$ cat src/rtl/fifo_bank.sv
`default_nettype none
// +----------------------------------------------------------------------------+
// | fifo_bank : NPORT independent show-ahead input FIFOs with almost-full,     |
// |             write-through-on-full and saturating per-channel drop counts.  |
// | Option    : FIFO_BANK_BYPASS_EN enables empty-channel cut-through.         |
// | Revision  : 1.0                                                            |
// +----------------------------------------------------------------------------+
module fifo_bank #(
  parameter int NPORT    = 3,
  parameter int DEPTH    = 8,
  parameter int WIDTH    = 3,
  parameter int DATASIZE = 40,
  parameter int AFULL_TH = 6,
  parameter int CNTW     = 8
) (
  input  logic                         fifo_clk,
  input  logic                         rst_n,
  input  logic [NPORT*DATASIZE-1:0]    data_in,
  input  logic [NPORT-1:0]             valid_in,
  input  logic [NPORT-1:0]             ready_in,
  output logic [NPORT*DATASIZE-1:0]    data_out,
  output logic [NPORT-1:0]             valid_out,
  output logic [NPORT-1:0]             full_out,
  output logic [NPORT-1:0]             afull_out,
  output logic [NPORT*(WIDTH+1)-1:0]   pressure_out,
  output logic [NPORT*CNTW-1:0]        drop_cnt
);

  localparam logic [WIDTH:0] c_DEPTH = (WIDTH+1)'(DEPTH);
  localparam logic [WIDTH:0] c_AFULL = (WIDTH+1)'(AFULL_TH);

  for (genvar ch = 0; ch < NPORT; ch++) begin : g_ch
    logic [DATASIZE-1:0] r_mem [DEPTH];
    logic [WIDTH-1:0]    r_wr_ptr;
    logic [WIDTH-1:0]    r_rd_ptr;
    logic [WIDTH:0]      r_count;
    logic [CNTW-1:0]     r_drop;
    logic                w_empty;
    logic                w_full;
    logic                w_pop;
    logic                w_push;
    logic                w_drop;
    logic                w_pass;
    logic [DATASIZE-1:0] w_din;

    assign w_din   = data_in[ch*DATASIZE +: DATASIZE];
    assign w_empty = (r_count == '0);
    assign w_full  = (r_count == c_DEPTH);
    assign w_pop   = ready_in[ch] & ~w_empty;

`ifdef FIFO_BANK_BYPASS_EN
    // Flit accepted on an empty channel while downstream is ready never touches memory.
    assign w_pass                               = w_empty & valid_in[ch] & ready_in[ch];
    assign valid_out[ch]                        = ~w_empty | valid_in[ch];
    assign data_out[ch*DATASIZE +: DATASIZE]    = w_empty ? w_din : r_mem[r_rd_ptr];
`else
    assign w_pass                               = 1'b0;
    assign valid_out[ch]                        = ~w_empty;
    assign data_out[ch*DATASIZE +: DATASIZE]    = r_mem[r_rd_ptr];
`endif

    assign w_push = valid_in[ch] & (~w_full | w_pop) & ~w_pass;
    assign w_drop = valid_in[ch] & w_full & ~w_pop;

    assign full_out[ch]                         = w_full;
    assign afull_out[ch]                        = (r_count >= c_AFULL);
    assign pressure_out[ch*(WIDTH+1) +: WIDTH+1] = r_count;
    assign drop_cnt[ch*CNTW +: CNTW]            = r_drop;

    always_ff @(posedge fifo_clk or negedge rst_n) begin
      if (!rst_n) begin
        r_wr_ptr <= '0;
        r_rd_ptr <= '0;
        r_count  <= '0;
        r_drop   <= '0;
      end else begin
        if (w_push) r_wr_ptr <= r_wr_ptr + 1'b1;
        if (w_pop)  r_rd_ptr <= r_rd_ptr + 1'b1;
        case ({w_push, w_pop})
          2'b10:   r_count <= r_count + 1'b1;
          2'b01:   r_count <= r_count - 1'b1;
          default: r_count <= r_count;
        endcase
        if (w_drop && (r_drop != '1)) r_drop <= r_drop + 1'b1;
      end
    end

    always_ff @(posedge fifo_clk) begin
      if (w_push) r_mem[r_wr_ptr] <= w_din;
    end
  end

endmodule
`default_nettype wire

$ cat config.mk
export PLATFORM = sky130hd
export DESIGN_NAME = fifo_bank
export DESIGN_NICKNAME = d
export VERILOG_FILES = /design/src/rtl/fifo_bank.sv
export SDC_FILE = /design/constraint.sdc
export NUM_CORES = 1
export LEC_CHECK = 0
export CAP_MARGIN = 20
export CORE_ASPECT_RATIO = 1.1
export CORE_MARGIN = 4
export CORE_UTILIZATION = 30
export DETAILED_ROUTE_END_ITERATION = 10
export GPL_TIMING_DRIVEN = 0
export PLACE_DENSITY_LB_ADDON = 0.15
export SLEW_MARGIN = 20
export SYNTH_ARGS = -nofsm -noshare
export SYNTH_HDL_FRONTEND = slang
export SYNTH_SLANG_ARGS = --single-unit
$ cat constraint.sdc
create_clock -name fifo_clk -period 6.2 [get_ports fifo_clk]
set_input_delay 0.93 -clock fifo_clk [delete_from_list [all_inputs] [get_ports fifo_clk]]
set_output_delay 0.93 -clock fifo_clk [all_outputs]
set_load 0.01 [all_outputs]
==> flow_metrics.env, run 1 <==
export IMPL_cts_buffers=108
export IMPL_cts_resized=0
export IMPL_syn_cell_area_um2=39020
export IMPL_crit_top_cell="clkbuf_1"
export IMPL_synth_edf_count=960
export IMPL_area_growth_pct=26.12
export IMPL_syn_nets=1843
export IMPL_cts_tree="built"
export IMPL_max_freq_ghz=0.2206
export IMPL_h_tree_depth=3
export IMPL_clock_path_buffers=3
export IMPL_seqCellArea_um2=30180
export IMPL_ant_nets=0
export IMPL_rsz0062_at_grt="no"
export IMPL_p_leak_nw=15.95
export IMPL_required_ns=5.27
export IMPL_route_met2_wl_um=47220
export IMPL_synth_ff_type="edfxtp_1"
export IMPL_fin_crit_sh=0.7311
export IMPL_routedWlPerCell_um=23.97
export IMPL_worstPathCellList="clkbuf_1 -> clkbuf_1 -> mux4_2 -> mux2_2 -> clkdlybuf4s50_1"
export IMPL_clock_sinks=1014
export IMPL_skew_ns=0.02182
export IMPL_max_cap_violations=0
export IMPL_drt_iter0_drc=1135
export IMPL_cts_setup_buffers=0
export IMPL_drive_gt1_frac=0.3077
export IMPL_vias=18470
export IMPL_grt_pass1_vias=20070
export IMPL_wirelength_um=95120
export IMPL_synth_cell_type_count=49
export IMPL_dr_wl_met3_um=7080
export IMPL_whs_ns=0.1286
export IMPL_synth_seq_area_share=0.7734
export IMPL_cpPeakStageDelay_ns=0.77
export IMPL_critPathLaunchType="flop"
export IMPL_synth_area_leaders="edfxtp_1, mux4_2, mux2_2, dfrtp_1, ha_1"
export IMPL_max_vdd_ir_drop_v=0.0002568
export IMPL_pin_count=293
export IMPL_first_pass_iters=5
export IMPL_period_needed_ns=4.533
export IMPL_max_slew_worst_pin_slew_ns=0.9396
export IMPL_hold_path_class="in -> async"
export IMPL_avgViaCountPerCell=4.654
export IMPL_globalplace_congestion=0.7181
export IMPL_post_route_drc_count=0
export IMPL_worst_setup_path_end_kind="primary output"
export IMPL_syn_inst=1697
export IMPL_cts_clk_slew_worst_paths_ns=0.06
export IMPL_grt_pass1_wl_um=138700
export IMPL_synth_warnings=0
export IMPL_postCtsHoldBufs=0
export IMPL_cellPowerDensity_nw_per_um2=478.2
export IMPL_timing_slew_headroom=0.3736
export IMPL_cp_max_fo=10
export IMPL_row_count=138
export IMPL_synth_commonest_cells="edfxtp_1, mux4_2, mux2_2, dfrtp_1, clkbuf_1"
export IMPL_hold_viol_final=0
export IMPL_core_area_um2=129000
export IMPL_n_fill_cell=11600
export IMPL_crit_slowest_cell="clkbuf_1"
export IMPL_synth_top_area_cell="edfxtp_1"
export IMPL_cp_top_family="buffers and inverters"
export IMPL_crit_buf_inv=3
export IMPL_setup_slack_ns=1.667
export IMPL_nNetsFinal=2338
export IMPL_setup_violations=0
export IMPL_grt_antenna_before_repair=11
export IMPL_groute_usage_overall=0.1404
export IMPL_initial_core_util=0.3025
export IMPL_die_h_um=386.2
export IMPL_cts_root_buf="clkbuf_16"
export IMPL_cp_arrival_ns=3.60
export IMPL_avgSynthCellArea_um2=22.99
export IMPL_yosysMostFrequentCell="edfxtp_1"
export IMPL_post_place_ws_ns=2.284
export IMPL_yosysTopAreaCellShare=0.7388
export IMPL_top_layer="met5"
export IMPL_grt_max_degree=37
export IMPL_multi_input_area_um2=8610
export IMPL_clkLatencyLatePin_ns=0.69
export IMPL_die_area_um2=135900
export IMPL_postLayoutCoreUtil=0.3815
export IMPL_grt_remaining_overflow=0
export IMPL_ys_ff_latch=1014
export IMPL_dp_hpwl_um=64830
export IMPL_wl_met1_um=39250
export IMPL_path_class="reg -> out"
export IMPL_drv_slew=0
export IMPL_status="finished clean"
export IMPL_port_buffer_count=290
export IMPL_synth_async_reset_ratio=0.05325
export IMPL_fp_dieW_um=351.9
==> worst reg2reg max path: stages, from the launching register on <==
cell and delay (ns):
dfrtp_1 0.49, nor2b_1 0.24, a21boi_1 0.43, nand2b_1 0.34, nor3_2 0.39, buf_4 0.24
buf_4 0.20, buf_4 0.21
==> worst paths after layout <==
kind	start	end	slack, ns	cells after the start
min in group fifo_clk	g_ch[0].r_drop[0]	g_ch[0].r_drop[0]	0.53	1
max	g_ch[0].r_rd_ptr[1]	data_out[33]	1.67	5
max in group asynchronous	rst_n	g_ch[0].r_drop[6]	5.52	2
min reg2reg	g_ch[0].r_drop[0]	g_ch[0].r_drop[0]	0.53	1
min	rst_n	g_ch[1].r_drop[6]	0.13	1
max reg2reg	g_ch[2].r_count[3]	g_ch[2].r_mem[0][38]	3.35	7
==> cell families (layout without fill, tap and decap cells) <==
group | count (synthesis) | in the layout | synth area share
DFF | 1014 | 1014 | 0.7734
muxes | 383 | 383 | 0.1797
and+or+nand+nor | 132 | 132 | 0.01860
buffers and inverters | 88 | 676 | 0.009972
AOI/OAI and AO/OA | 31 | 31 | 0.005387
xor gates and xnor gates | 31 | 31 | 0.006958
adders and majority gates | 18 | 18 | 0.005964
other | 0 | 4 | 0
==> final cells by class <==
cell class | instances | area share
Antenna cell | 4 | 0.0002034
Buffer | 79 | 0.007221
Clock buffer | 137 | 0.05988
Clock inverter | 66 | 0.01485
Inverter | 9 | 0.0006865
Multi-Input combinational cell | 595 | 0.1750
Sequential cell | 1014 | 0.6133
Tap cell | 1680 | 0.04271
Timing Repair Buffer | 385 | 0.08624
==> state kept, by name (all words and copies together), names as in the netlist <==
register and flops:
g_ch.r_mem 960, g_ch.r_wr_ptr 9, g_ch.r_drop 24, g_ch.r_rd_ptr 9, g_ch.r_count 12
==> where the power goes <==
group,internal [mW],switching [mW]
registers,8.55,0.310
logic,4.12,3.95
clock network,3.95,2.65
total,16.6,6.91
==> metrics by stage <==
stage               power, mW   TNS, ns  instance area (um^2)  instances
floorplan               13.36         0                 39020       1697
global placement        17.01  -1204.94                 44020       3667
detailed placement      17.35         0                 45520       3762
CTS                     24.07         0                 49200       3965
global route            24.77         0                 49200       3965
finish                  23.53         0                 49210       3969
==> cell usage in the layout, fill, tap and decap left out, types with 6 or more instances in the layout <==
| cell type | n |
|---|---|
| edfxtp_1 | 960 |
| clkdlybuf4s50_1 | 289 |
| mux4_2 | 240 |
| mux2_2 | 134 |
| clkbuf_16 | 112 |
| clkbuf_1 | 62 |
| dfrtp_1 | 54 |
| buf_4 | 43 |
| buf_2 | 32 |
| nand2_1 | 28 |
| clkinv_2 | 22 |
| buf_16 | 22 |
| buf_6 | 18 |
| xnor2_1 | 17 |
| ha_1 | 17 |
| nand3_1 | 16 |
| nor2_4 | 15 |
| nand2b_1 | 14 |
| xor2_1 | 14 |
| clkinv_1 | 14 |
| bufinv_16 | 14 |
| buf_12 | 11 |
| a21oi_1 | 9 |
| clkinvlp_4 | 9 |
| inv_1 | 8 |
| nor3_2 | 8 |
| and3_1 | 8 |
| nor2_1 | 7 |
| buf_1 | 6 |
| nor3b_1 | 6 |
==> routing by layer <==
metal	vias to the layer above	GRT usage
met2	412	0.2351
met3	116	0.04507
li1	8137	-
met5	-	0
met1	9797	0.1772
met4	10	0.03500
Power figures use the tool's default switching activity.
==> inputs of run 2 (changes only) <==
==> constraint.sdc (replaced) <==
create_clock -name fifo_clk -period 3.93 [get_ports fifo_clk]
set_input_delay 0.5895 -clock fifo_clk [delete_from_list [all_inputs] [get_ports fifo_clk]]
set_output_delay 0.5895 -clock fifo_clk [all_outputs]
set_load 0.01 [all_outputs]
==> flow_metrics.env, run 2 (synthesis gave the netlist of run 1 again) <==
export IMPL_required_ns=3.34
export IMPL_n_fill_cell=11630
export IMPL_cts_tree="built"
export IMPL_final_cells=3959
export IMPL_wirelength_um=96410
export IMPL_max_cap_violations=0
export IMPL_initial_core_util=0.3025
export IMPL_groute_usage_overall=0.1421
export IMPL_die_h_um=386.2
export IMPL_area_growth_pct=27.17
export IMPL_grt_remaining_overflow=0
export IMPL_postLayoutCoreUtil=0.3847
export IMPL_row_count=138
export IMPL_final_cell_mix="edfxtp_1, clkdlybuf4s50_1, mux4_2"
export IMPL_dp_hpwl_um=64660
export IMPL_layout_commonest_cell="edfxtp_1"
export IMPL_grt_antenna_before_repair=15
export IMPL_nNetsFinal=2327
export IMPL_clock_path_buffers=3
export IMPL_grt_pass1_wl_um=139600
export IMPL_rsz0062_at_grt="no"
export IMPL_cp_arrival_ns=3.17
export IMPL_dp_cells=3749
export IMPL_critPathLaunchType="flop"
export IMPL_avgViaCountPerCell=4.704
export IMPL_drv_slew=0
export IMPL_routedWlPerCell_um=24.35
export IMPL_p_leak_nw=16.14
export IMPL_setup_violations=0
export IMPL_hold_viol_final=0
export IMPL_reg_largest_list="g_ch.r_mem x960, g_ch.r_drop x24, g_ch.r_count x12"
export IMPL_skew_ns=0.02289
export IMPL_seqCellArea_um2=30180
export IMPL_cp_max_fo=10
export IMPL_ant_nets=0
export IMPL_clkLatencyLatePin_ns=0.70
export IMPL_globalplace_congestion=0.7204
export IMPL_die_area_um2=135900
export IMPL_cts_setup_buffers=0
export IMPL_path_class="reg -> out"
export IMPL_largest_reg_flops=960
export IMPL_hold_path_class="in -> async"
export IMPL_max_vdd_ir_drop_v=0.0004397
export IMPL_max_slew_worst_pin_slew_ns=0.9615
export IMPL_vias=18630
export IMPL_multi_input_area_um2=8650
export IMPL_h_tree_depth=3
export IMPL_max_freq_ghz=0.2658
export IMPL_port_buffer_count=290
export IMPL_status="finished clean"
export IMPL_cellPowerDensity_nw_per_um2=760.9
export IMPL_drive_gt1_frac=0.3147
export IMPL_grt_pass1_vias=20200
export IMPL_first_pass_iters=5
export IMPL_fin_crit_sh=0.9573
export IMPL_pin_count=293
export IMPL_top_register="g_ch.r_mem"
export IMPL_post_route_drc_count=0
export IMPL_cts_root_buf="clkbuf_16"
export IMPL_fp_dieW_um=351.9
export IMPL_cts_buffers=109
export IMPL_clock_sinks=1014
export IMPL_worst_setup_path_end_kind="primary output"
export IMPL_grt_max_degree=29
export IMPL_cts_clk_slew_worst_paths_ns=0.06
export IMPL_timing_slew_headroom=0.3577
export IMPL_period_needed_ns=3.762
export IMPL_drt_iter0_drc=1119
export IMPL_core_area_um2=129000
-- run 2: cell types whose count changed in the layout (fill, tap and decap cells not counted), sizes merged, moves of 2 or more --
cell           before  now
bufinv             14   20
clkdlybuf4s50     289  287
diode               4    7
clkinvlp            9    4
dlymetal6s2s        0    2
buf               133  114
clkinv             39   41
-- run 2: stage by stage --
stage,cell area [um^2],setup TNS [ns],power (mW),hold WS (ns),worst slack (ns)
3_5_place_dp,45680,0,27.53,0.5175,0.2329
3_3_place_gp,44050,-2373.79,26.80,0.5005,-4.706
4_1_cts,49580,0,38.63,0.3027,0.0005027
2_1_floorplan,39050,-48.94,21.08,0.2939,-0.4079
6_report,49620,0,37.76,0.3778,0.1677
5_1_grt,49610,0,39.69,0.3759,0.0009985
-- run 2: power by group --
group | switching [mW] | internal (mW)
Combinational | 6.30 | 6.63
Sequential | 0.523 | 13.5
Clock | 4.27 | 6.54
-- run 2: final timing paths --
check                                    start             endpoint  slack (ns)  cells after the start
max reg2reg                 g_ch[1].r_count[1]  g_ch[1].r_mem[1][2]        0.96                      8
min                                      rst_n    g_ch[1].r_drop[6]        0.38                      2
min in group fifo_clk              valid_in[2]    g_ch[2].r_drop[3]        0.43                      3
min reg2reg                g_ch[2].r_wr_ptr[0]  g_ch[2].r_wr_ptr[0]        0.52                      1
max in group asynchronous                rst_n   g_ch[0].r_count[1]        3.00                      3
max                        g_ch[0].r_rd_ptr[1]         data_out[16]        0.17                      5
-- run 2: final cells by class --
type	instances	area share
flip-flops and latches	1014	0.6082
diodes	7	0.0003530
plain buffers	79	0.008926
clock inverters	69	0.01904
inverters	9	0.0006808
clock buffers	133	0.05802
repair buffers	373	0.08813
well taps	1680	0.04236
multi-input cells	595	0.1743
-- run 2: critical path, stage by stage (launching register included) --
cell,delay (ns)
dfrtp_1,0.35
clkbuf_2,0.27
clkbuf_1,0.66
mux4_2,0.40
mux2_2,0.30
clkdlybuf4s50_1,0.49
-- run 2: repair_timing --
| action | in CTS | in global routing |
|---|---|---|
| hold endpoints to repair | 26 | 0 |
| setup endpoints to repair | 120 | 21 |
| hold buffers | 1 | 0 |
| pin swaps | 0 | 0 |
| resized for setup | 41 | 9 |
-- run 2: layer usage --
metal / up-vias / global-route usage / part of all wire
met5: - / 0 / 0.00083
met4: 14 / 0.04279 / 0.022
met3: 145 / 0.03537 / 0.058
met2: 422 / 0.2441 / 0.51
met1: 9932 / 0.1776 / 0.41
li1: 8112 / - / -
==> inputs of run 3 (changes only) <==
--- a/config.mk
+++ b/config.mk
@@ -10,9 +10,10 @@
 export CORE_MARGIN = 4
 export CORE_UTILIZATION = 30
 export DETAILED_ROUTE_END_ITERATION = 10
+export GPL_ROUTABILITY_DRIVEN = 0
 export GPL_TIMING_DRIVEN = 0
 export PLACE_DENSITY_LB_ADDON = 0.15
-export SLEW_MARGIN = 20
+export SKIP_LAST_GASP = 1
 export SYNTH_ARGS = -nofsm -noshare
 export SYNTH_HDL_FRONTEND = slang
 export SYNTH_SLANG_ARGS = --single-unit
==> flow_metrics.env, run 3 (synthesis gave the netlist of run 1 again) <==
export IMPL_status="finished clean"
export IMPL_die_area_um2=135900
export IMPL_cp_arrival_ns=3.16
export IMPL_hold_viol_final=0
export IMPL_drt_iter0_drc=983
export IMPL_critPathLaunchType="flop"
export IMPL_reg_largest_list="g_ch.r_mem x960, g_ch.r_drop x24, g_ch.r_count x12"
export IMPL_wirelength_um=95890
export IMPL_final_cell_mix="edfxtp_1, clkdlybuf4s50_1, mux4_2"
export IMPL_clkLatencyLatePin_ns=0.71
export IMPL_grt_max_degree=55
export IMPL_top_register="g_ch.r_mem"
export IMPL_fp_dieW_um=351.9
export IMPL_row_count=138
export IMPL_max_cap_violations=0
export IMPL_max_vdd_ir_drop_v=0.0004011
export IMPL_drive_gt1_frac=0.3011
export IMPL_hold_path_class="in -> reg"
export IMPL_die_h_um=386.2
export IMPL_layout_commonest_cell="edfxtp_1"
export IMPL_setup_violations=0
export IMPL_largest_reg_flops=960
export IMPL_initial_core_util=0.3025
export IMPL_cellPowerDensity_nw_per_um2=755.2
export IMPL_drv_slew=0
export IMPL_grt_antenna_before_repair=16
export IMPL_area_growth_pct=25.56
export IMPL_cts_buffers=109
export IMPL_grt_pass1_wl_um=138600
export IMPL_max_freq_ghz=0.2670
export IMPL_skew_ns=0.02500
export IMPL_worstPathCellList="clkbuf_2 -> buf_2 -> mux4_2 -> mux2_2 -> clkdlybuf4s50_1"
export IMPL_dp_hpwl_um=62280
export IMPL_multi_input_area_um2=8650
export IMPL_crit_slowest_cell="mux4_2"
export IMPL_cts_clk_slew_worst_paths_ns=0.06
export IMPL_core_area_um2=129000
export IMPL_cp_max_fo=10
export IMPL_pin_count=293
export IMPL_cts_tree="built"
export IMPL_required_ns=3.34
export IMPL_n_fill_cell=11620
export IMPL_max_slew_worst_pin_slew_ns=1.004
export IMPL_place_area_um2=45270
export IMPL_ant_nets=0
export IMPL_cts_root_buf="clkbuf_16"
export IMPL_vias=18410
export IMPL_stdcell_area_um2=48990
export IMPL_nNetsFinal=2301
export IMPL_cts_setup_buffers=0
export IMPL_p_leak_nw=15.82
export IMPL_seqCellArea_um2=30180
export IMPL_reg2reg_slack_ns=0.95
export IMPL_clock_sinks=1014
export IMPL_path_class="reg -> out"
export IMPL_h_tree_depth=3
export IMPL_routedWlPerCell_um=24.38
export IMPL_grt_pass1_vias=19970
export IMPL_avgViaCountPerCell=4.681
export IMPL_groute_usage_overall=0.1414
export IMPL_period_needed_ns=3.745
export IMPL_worst_setup_path_end_kind="primary output"
export IMPL_clock_path_buffers=3
export IMPL_fin_crit_sh=0.9530
export IMPL_post_route_drc_count=0
export IMPL_whs_ns=0.4317
export IMPL_first_pass_iters=7
export IMPL_port_buffer_count=290
export IMPL_cpPeakStageDelay_ns=0.57
export IMPL_grt_remaining_overflow=0
export IMPL_timing_slew_headroom=0.3288
export IMPL_rsz0062_at_grt="no"
run 3: changes by cell type in the layout (fill, tap and decap cells not counted), sizes merged:
cell           change
bufinv             -9
clkdlybuf4s50      +1
clkinv             -6
inv                -3
clkinvlp           -2
buf               -26
dlymetal6s2s       -1
diode              +1
clkbuf            +19
run 3: what timing repair did:
action                                 in CTS  in global routing
endpoints found under the hold margin      30                  0
resized for setup                          38                 19
setup endpoints to repair                 120                 39
hold buffers                                1                  0
cloned                                      0                  0
run 3: cell type report:
cell class,count,area share
flip-flops and latches,1014,0.6160
multi-input cells,595,0.1766
repair buffers,347,0.08096
clock buffers,152,0.06101
well taps,1680,0.04291
clock inverters,49,0.01226
plain buffers,79,0.009194
inverters,9,0.0006896
diodes,8,0.0004086
run 3: routing by layer:
metal / share of wire / GRT usage
met5: 0.0011 / 0
met4: 0.021 / 0.04042
met3: 0.062 / 0.03883
met2: 0.50 / 0.2432
met1: 0.41 / 0.1748
run 3: stage by stage:
| stage | setup TNS, ns | power (mW) | instances | util | worst slack, ns |
|---|---|---|---|---|---|
| after floorplan | -48.94 | 21.08 | 1697 | - | -0.4079 |
| after global placement | -2373.79 | 26.80 | 3667 | 0.3416 | -4.706 |
| after detailed placement | 0 | 27.38 | 3723 | 0.3510 | 0.1415 |
| after CTS | -0.008778 | 37.83 | 3925 | 0.3795 | -0.008778 |
| after global routing | 0 | 38.93 | 3925 | 0.3797 | 0.007547 |
| final | 0 | 37.00 | 3933 | 0.3798 | 0.1846 |
run 3: worst max-delay path: cells and delay by family, from the launching register on:
family,cells,cell delay [ns]
flops,1,0.36
mux,2,0.88
buf+inv,3,1.22
run 3: power breakdown:
part	switching, mW	internal, mW	total (mW)
Clock	4.16	6.03	10.2
Sequential	0.523	13.5	14.0
Combinational	6.27	6.51	12.8
run 3: path summary, 6_finish.rpt:
check	startpoint	end	cells past startpoint
worst min-delay path	valid_in[2]	g_ch[2].r_count[3]	4
max in group asynchronous	rst_n	g_ch[0].r_wr_ptr[1]	2
worst max-delay path	g_ch[0].r_rd_ptr[0]	data_out[16]	5
worst min register to register	g_ch[0].r_drop[0]	g_ch[0].r_drop[0]	1
worst max register to register	g_ch[2].r_count[3]	g_ch[2].r_mem[0][20]	6
min in group asynchronous	rst_n	g_ch[2].r_drop[2]	2
